File: src/rtl/filter_gauss_5x5.sv
// 5x5 binomial blur / unsharp mask stage on a 25-tap window from filter_core_5x5.
// Latency: fixed 3 clk from taps and de/hs/vs to do_o/de_o/hs_o/vs_o.
// Backpressure: none; the pipeline advances every clk regardless of de_i.
module filter_gauss_5x5 #(
  parameter int DATA_WIDTH = 12
) (
  input  logic                  clk,
  input  logic                  rst,
  input  logic                  bypass,
  input  logic                  mode,
  input  logic [DATA_WIDTH-1:0] x1,
  input  logic [DATA_WIDTH-1:0] x2,
  input  logic [DATA_WIDTH-1:0] x3,
  input  logic [DATA_WIDTH-1:0] x4,
  input  logic [DATA_WIDTH-1:0] x5,
  input  logic [DATA_WIDTH-1:0] x6,
  input  logic [DATA_WIDTH-1:0] x7,
  input  logic [DATA_WIDTH-1:0] x8,
  input  logic [DATA_WIDTH-1:0] x9,
  input  logic [DATA_WIDTH-1:0] xA,
  input  logic [DATA_WIDTH-1:0] xB,
  input  logic [DATA_WIDTH-1:0] xC,
  input  logic [DATA_WIDTH-1:0] xD,
  input  logic [DATA_WIDTH-1:0] xE,
  input  logic [DATA_WIDTH-1:0] xF,
  input  logic [DATA_WIDTH-1:0] xG,
  input  logic [DATA_WIDTH-1:0] xH,
  input  logic [DATA_WIDTH-1:0] xI,
  input  logic [DATA_WIDTH-1:0] xJ,
  input  logic [DATA_WIDTH-1:0] xK,
  input  logic [DATA_WIDTH-1:0] xL,
  input  logic [DATA_WIDTH-1:0] xM,
  input  logic [DATA_WIDTH-1:0] xN,
  input  logic [DATA_WIDTH-1:0] xO,
  input  logic [DATA_WIDTH-1:0] xP,
  input  logic                  de_i,
  input  logic                  hs_i,
  input  logic                  vs_i,
  output logic [DATA_WIDTH-1:0] do_o,
  output logic                  de_o,
  output logic                  hs_o,
  output logic                  vs_o
);

  localparam int DW = DATA_WIDTH;
  localparam int HW = DW + 4;  // row sum: weights 1+4+6+4+1 = 16
  localparam int VW = DW + 8;  // full 2-D sum: weights total 256

  // Window taps, row-major; index 12 is the centre tap xD
  logic [DW-1:0] tap [25];
  assign tap[0]  = x1; assign tap[1]  = x2; assign tap[2]  = x3; assign tap[3]  = x4; assign tap[4]  = x5;
  assign tap[5]  = x6; assign tap[6]  = x7; assign tap[7]  = x8; assign tap[8]  = x9; assign tap[9]  = xA;
  assign tap[10] = xB; assign tap[11] = xC; assign tap[12] = xD; assign tap[13] = xE; assign tap[14] = xF;
  assign tap[15] = xG; assign tap[16] = xH; assign tap[17] = xI; assign tap[18] = xJ; assign tap[19] = xK;
  assign tap[20] = xL; assign tap[21] = xM; assign tap[22] = xN; assign tap[23] = xO; assign tap[24] = xP;

  // Frame-stable control: only updated during vertical blanking
  logic          mode_r_q, mode_r_d;
  logic          bypass_r_q, bypass_r_d;
  // S1: horizontal row sums plus centre tap and the control that applies to this pixel
  logic [HW-1:0] h_q [5];
  logic [HW-1:0] h_d [5];
  logic [DW-1:0] xd1_q, xd1_d;
  logic          md1_q, md1_d, bp1_q, bp1_d;
  // S2: vertical sum
  logic [VW-1:0] v_q, v_d;
  logic [DW-1:0] xd2_q, xd2_d;
  logic          md2_q, md2_d, bp2_q, bp2_d;
  // S3: output pixel
  logic [DW-1:0] do_q, do_d;
  // Sync delay lines
  logic [2:0]    de_q, de_d, hs_q, hs_d, vs_q, vs_d;

  // Blur intermediates for the output stage
  logic [DW-1:0]        g;
  logic signed [DW+1:0] u;

  // S1/S2 separable filter arithmetic and control capture
  always_comb begin
    for (int r = 0; r < 5; r++) begin
      h_d[r] = HW'(tap[5*r]) + (HW'(tap[5*r+1]) << 2) + (HW'(tap[5*r+2]) << 2)
             + (HW'(tap[5*r+2]) << 1) + (HW'(tap[5*r+3]) << 2) + HW'(tap[5*r+4]);
    end
    v_d = VW'(h_q[0]) + (VW'(h_q[1]) << 2) + (VW'(h_q[2]) << 2)
        + (VW'(h_q[2]) << 1) + (VW'(h_q[3]) << 2) + VW'(h_q[4]);
    xd1_d = tap[12];
    xd2_d = xd1_q;
    // A pixel uses the control latched before it entered, so the whole frame is uniform
    md1_d = mode_r_q;
    bp1_d = bypass_r_q;
    md2_d = md1_q;
    bp2_d = bp1_q;
    mode_r_d   = vs_i ? mode_r_q   : mode;
    bypass_r_d = vs_i ? bypass_r_q : bypass;
    de_d = {de_q[1:0], de_i};
    hs_d = {hs_q[1:0], hs_i};
    vs_d = {vs_q[1:0], vs_i};
  end

  // S3: round the blur, optionally sharpen with clamping, or pass the centre tap
  always_comb begin
    g = DW'((v_q + VW'(128)) >> 8);
    u = $signed({1'b0, xd2_q, 1'b0}) - $signed({2'b00, g});
    if (bp2_q)       do_d = xd2_q;
    else if (!md2_q) do_d = g;
    else if (u[DW+1]) do_d = '0;
    else if (u[DW])   do_d = '1;
    else              do_d = u[DW-1:0];
  end

  // Pipeline registers; hs idles high, everything else clears
  always_ff @(posedge clk or negedge rst) begin
    if (!rst) begin
      mode_r_q   <= 1'b0;
      bypass_r_q <= 1'b0;
      for (int r = 0; r < 5; r++) h_q[r] <= '0;
      xd1_q <= '0;
      md1_q <= 1'b0;
      bp1_q <= 1'b0;
      v_q   <= '0;
      xd2_q <= '0;
      md2_q <= 1'b0;
      bp2_q <= 1'b0;
      do_q  <= '0;
      de_q  <= '0;
      hs_q  <= '1;
      vs_q  <= '0;
    end else begin
      mode_r_q   <= mode_r_d;
      bypass_r_q <= bypass_r_d;
      h_q   <= h_d;
      xd1_q <= xd1_d;
      md1_q <= md1_d;
      bp1_q <= bp1_d;
      v_q   <= v_d;
      xd2_q <= xd2_d;
      md2_q <= md2_d;
      bp2_q <= bp2_d;
      do_q  <= do_d;
      de_q  <= de_d;
      hs_q  <= hs_d;
      vs_q  <= vs_d;
    end
  end

  assign do_o = do_q;
  assign de_o = de_q[2];
  assign hs_o = hs_q[2];
  assign vs_o = vs_q[2];

endmodule

File: config.mk
export PLATFORM = sky130hd
export DESIGN_NAME = filter_gauss_5x5
export DESIGN_NICKNAME = d
export VERILOG_FILES = /design/src/rtl/filter_gauss_5x5.sv
export SDC_FILE = /design/constraint.sdc
export NUM_CORES = 1
export LEC_CHECK = 0
export CORE_ASPECT_RATIO = 1.1
export CORE_MARGIN = 1.5
export CORE_UTILIZATION = 45
export CTS_CLUSTER_SIZE = 8
export DETAILED_ROUTE_END_ITERATION = 8
export PLACE_DENSITY = 0.81
export SETUP_SLACK_MARGIN = 0.05
export SLEW_MARGIN = 20
export SYNTH_ARGS = -nofsm -noshare
export SYNTH_HDL_FRONTEND = slang
export SYNTH_SLANG_ARGS = --single-unit
File: constraint.sdc
create_clock -name clk -period 6.37 [get_ports clk]
set_input_delay 1.5925 -clock clk [delete_from_list [all_inputs] [get_ports clk]]
set_output_delay 1.5925 -clock clk [all_outputs]
set_load 0.005 [all_outputs]
# --- After elaboration in Yosys (flattened, before gate mapping) ---
# Index checks and enable logic that the tools add are counted.
classes:
  n_addsub: 32
  n_mux: 4
op_table:
  columns: ["cell", "n"]
  rows:
  - ["adder 15 x 14 -> 16 bit", 5]
  - ["adder 16 x 12 -> 16 bit", 5]
  - ["adder 16 x 13 -> 16 bit", 5]
  - ["adder 16 x 14 -> 16 bit", 5]
  - ["adder 12 x 14 -> 15 bit", 5]
  - ["two-way mux 12 bit", 4]
  - ["adder 19 x 18 -> 20 bit", 1]
  - ["adder 20 x 16 -> 20 bit", 1]
  - ["adder 20 x 17 -> 20 bit", 1]
  - ["adder 20 x 18 -> 20 bit", 1]
  - ["adder 20 x 8 -> 20 bit (second input constant)", 1]
  - ["adder 16 x 18 -> 19 bit", 1]
  - ["subtractor 13 x 12 -> 14 bit", 1]
word_totals:
  regBits: 151
  output_inout_bits: 15
  elab_cells: 54

# --- Depth between registers and ports, before layout ---
depth:
  word_depth: 6
  ltp_mapped: 16
  ltp_nobuf: 16

# --- Worst setup path before layout ---
# Ideal clock, no wire load.
synth_path:
  path_type: "input port to flip-flop"
  startpoint: "input port xL[4]"
  endpoint: "register h_q[14] (netlist bit)"
  arrival_ps: 4916
  path_slack_ps: 1331
  stages: 14
  path_buffers: 0
  path_cell_list: "inv_1 > fa_1 > inv_1 > fa_1 > inv_1 > fa_1 > inv_1 > ha_1 > a211oi_1 > nor2_1 > o41ai_1 > o21ai_0 > o41a_1 > xor2_1"
synth_lines:
  columns: ["item", "line_no", "text"]
  rows:
  - ["from (decl)", "31", "input logic [DATA_WIDTH-1:0] xL,"]
  - ["to (signal assigned)", "131", "h_q <= h_d;"]
  - ["to (decl)", "61", "logic [HW-1:0] h_q [5];"]

==> parameters.txt <==
Parameter                              Value

Clocking
  TritonCTS clock tree    built
  Cells resized by post-CTS repair    0
  Setup Buffers After CTS    0
  Worst-case clock buffer depth    2
  Clock latency at the later pin of the worst-skew pair    430 ps
  Hold-fix buffers, CTS    0
  Number of buffers created by CTS    17
  Clock transition at the register clock pins on the worst setup and hold paths after CTS    70 ps
  Clock tree root driver cell    clkbuf_16
  H-tree levels    4
  Clock sink count    144

Synthesis
  Mapped Cells    1636
  Yosys top cell by area    fa_1
  Area contributors post-synth    fa_1 35%, dfrtp_1 22%, inv_1 15%, ha_1 9.3%, xnor2_1 2.8%
  Flop and latch count out of synthesis    144
  Count of warnings emitted by yosys    0
  Combined area of all synthesized cells    16220 µm²
  Most frequent cells after synthesis    637 x inv_1, 286 x fa_1, 141 x dfrtp_1
  Top-count cell post-synth    inv_1
  Primary FF master, synth    dfrtp_1
  Mapped Nets    2349
  Syn_area_per_cell    9.912 µm²
  Number of synthesized flops with an enable pin    0
  Area share of the leading cell type in the synthesized netlist    35.31%
  Sequential-to-total area share from yosys stat    22.24%
  Proportion of synthesized flip-flops having asynchronous set or reset    100.0%
  Number of unique standard cell types used by synthesis    69

Die
  Placeable Area    35310 µm²
  DIE WIDTH    184 µm
  Starting density of the core    45.92%
  Die Span Y    202.1 µm
  Die footprint    37190 µm²
  Placement Rows    72
  IO Count    322

STA
  Unrepaired setup endpoints after global routing    false
  Number of setup violations in the final report    0
  Post-layout min period    5493 ps
  Setup tns final    0 ps
  Maximum clock skew at final layout    9.236 ps
  Highest achievable clock rate    182.1 MHz
  Final worst-path cycle share    86.23%
  Worst slew pin tran    1023 ps
  Rel. slew slack    31.37%
  Hold violation count in the final report    0
  Max-slew violation total from the final report    0

Layout
  Fraction of final layout cells with drive strength greater than 1    3.375%
  Number of antenna repair diodes    0
  Final net count    2685
  Area growth from synthesis to layout    27.10%

Critical path
  Dominant cell type by count on the critical path    inv_1
  Worst path bufs/invs    6
  Minimum setup slack among reg-to-reg paths    2420 ps
  Worst r2r path cells    12
  Critical Setup Path Class    in -> reg
  Worst-path maximum fanout    3
  Dominant delay contributor by cell family on the critical path    adder cells
  Endpoint class of the critical path    register
  Cell-by-cell listing of the critical path    clkdlybuf4s50_1 > inv_1 > fa_1 > inv_1 > fa_1 > inv_1 > fa_1 > inv_1 > ha_1 > inv_1 > fa_1 > nor2b_1 > o31ai_1 > a21oi_1 > a211oi_1 > a21oi_1 > xor2_1
  CP Launch Type    input pin
  Slowest stage cell, crit path    fa_1
  Required @ worst endpoint    6670 ps
  Arrival @ worst endpoint    5790 ps
  Maximum single-stage delay on the critical path    570 ps
  Crit. path cell count    17

Place
  Hpwl dp    32.09 mm
  Placer Congestion    0.8877
  PortBufs    321

Worst hold path
  Hold/Removal Path Class    reg -> reg
  Worst hold path depth    0

Global route
  First-pass GRT wire length    60.20 mm
  Via count of the first global-routing pass    12870
  Maximum number of pins on one net before global-route repair    93
  Number of antenna violations at the first check in global routing    0
  GRT Overall Usage    20.68%
  Grt ovf    0

Detailed routing
  Remaining antenna violation count after routing    0
  Drt wl/cell    14.62 µm
  1st-pass router iterations    5
  Count of vias placed by the detailed router    11570
  Detailed router's first-iteration violation count    533
  Total wirelength of the detailed-routed design    36.05 mm
  DR vias/cell    4.690
  Number of remaining DRC errors    0

Status
  Outcome    finished, final reports clean

Run
  Max Cap Violations    0
-- placed cells by master (no fill, tap or decap), drive strengths merged, types with 15 or more instances in the layout --
cell           synthesis  final
xor2                  19     19
nand3                 17     17
o21a                  17     17
clkdlybuf4s50          0    320
xnor2                 52     52
a21oi                 36     36
dfrtp                141    141
o21ai                 37     37
nand2                 25     25
inv                  637    639
nor2                  58     58
ha                   120    120
clkbuf                 3     20
fa                   286    286
a211oi                15     15
nor3                  17     17
-- layer usage --
layer  vias to the layer above  wire length (µm)  GRT usage [%]  share of wire (%)
li1                       5483                 -              -                  -
met1                      5759             13860          23.95                 38
met2                       258             20120          39.20                 56
met3                        66              1015          2.432                2.8
met4                         0              1056          6.792                2.9
met5                         -                 0              0                  0
-- cell type report --
type / count / area (µm²)
Clock inverter: 12 / 158.9
Timing Repair Buffer: 323 / 3229
Sequential cell: 144 / 3607
Tap cell: 481 / 601.8
Fill cell: 2978 / 14700
Multi-Input combinational cell: 849 / 10180
Clock buffer: 20 / 446.7
Inverter: 637 / 2391
-- per-stage QoR --
step | hold slack, ps | setup slack (ps) | utilization [%] | instances | area, µm²
floorplan | 331.2 | 1331 | - | 1636 | 16220
global placement | 333.3 | 584.9 | 56.65 | 2434 | 20010
detailed placement | 334.7 | 456.3 | 56.65 | 2434 | 20010
CTS | 348.1 | 892.8 | 58.37 | 2466 | 20610
global route | 346.2 | 635.1 | 58.37 | 2466 | 20610
finish | 343.0 | 877.3 | 58.37 | 2466 | 20610
-- path summary, 6_finish.rpt --
path,start,end
worst max register to register,h_q[43]$_DFF_PN0_,v_q[19]$_DFF_PN0_
worst min register to register,xd1_q[6]$_DFF_PN0_,xd2_q[6]$_DFF_PN0_
min in group asynchronous,rst,h_q[15]$_DFF_PN0_
worst min-delay path,xd1_q[6]$_DFF_PN0_,xd2_q[6]$_DFF_PN0_
worst max-delay path,xI[1],h_q[31]$_DFF_PN0_
max in group asynchronous,rst,h_q[10]$_DFF_PN0_
-- cell families (layout without fill, tap and decap cells) --
logic type | after synthesis | in the layout | share of synthesized area [%]
muxes | 2 | 2 | 0.1389
and+or+nand+nor | 186 | 186 | 5.895
adders and majority gates | 406 | 406 | 44.56
xor gates and xnor gates | 71 | 71 | 3.835
AOI/OAI and AO/OA | 184 | 184 | 8.325
DFF | 144 | 144 | 22.24
buffers and inverters | 643 | 992 | 15.00
-- flip-flops by register name, summed over array words and instances (netlist names) --
register,flops
vs_q,3
xd2_q,12
de_q,3
md2_q,1
md1_q,1
md1_d,1
v_q,13
xd1_q,12
bp1_d,1
bp2_q,1
bp1_q,1
h_q,80
do_o,12
hs_q,3
Power is left out: the tool's default activity adds up to more than one toggle a clock period on the data nets, which glitch-free logic cannot reach.
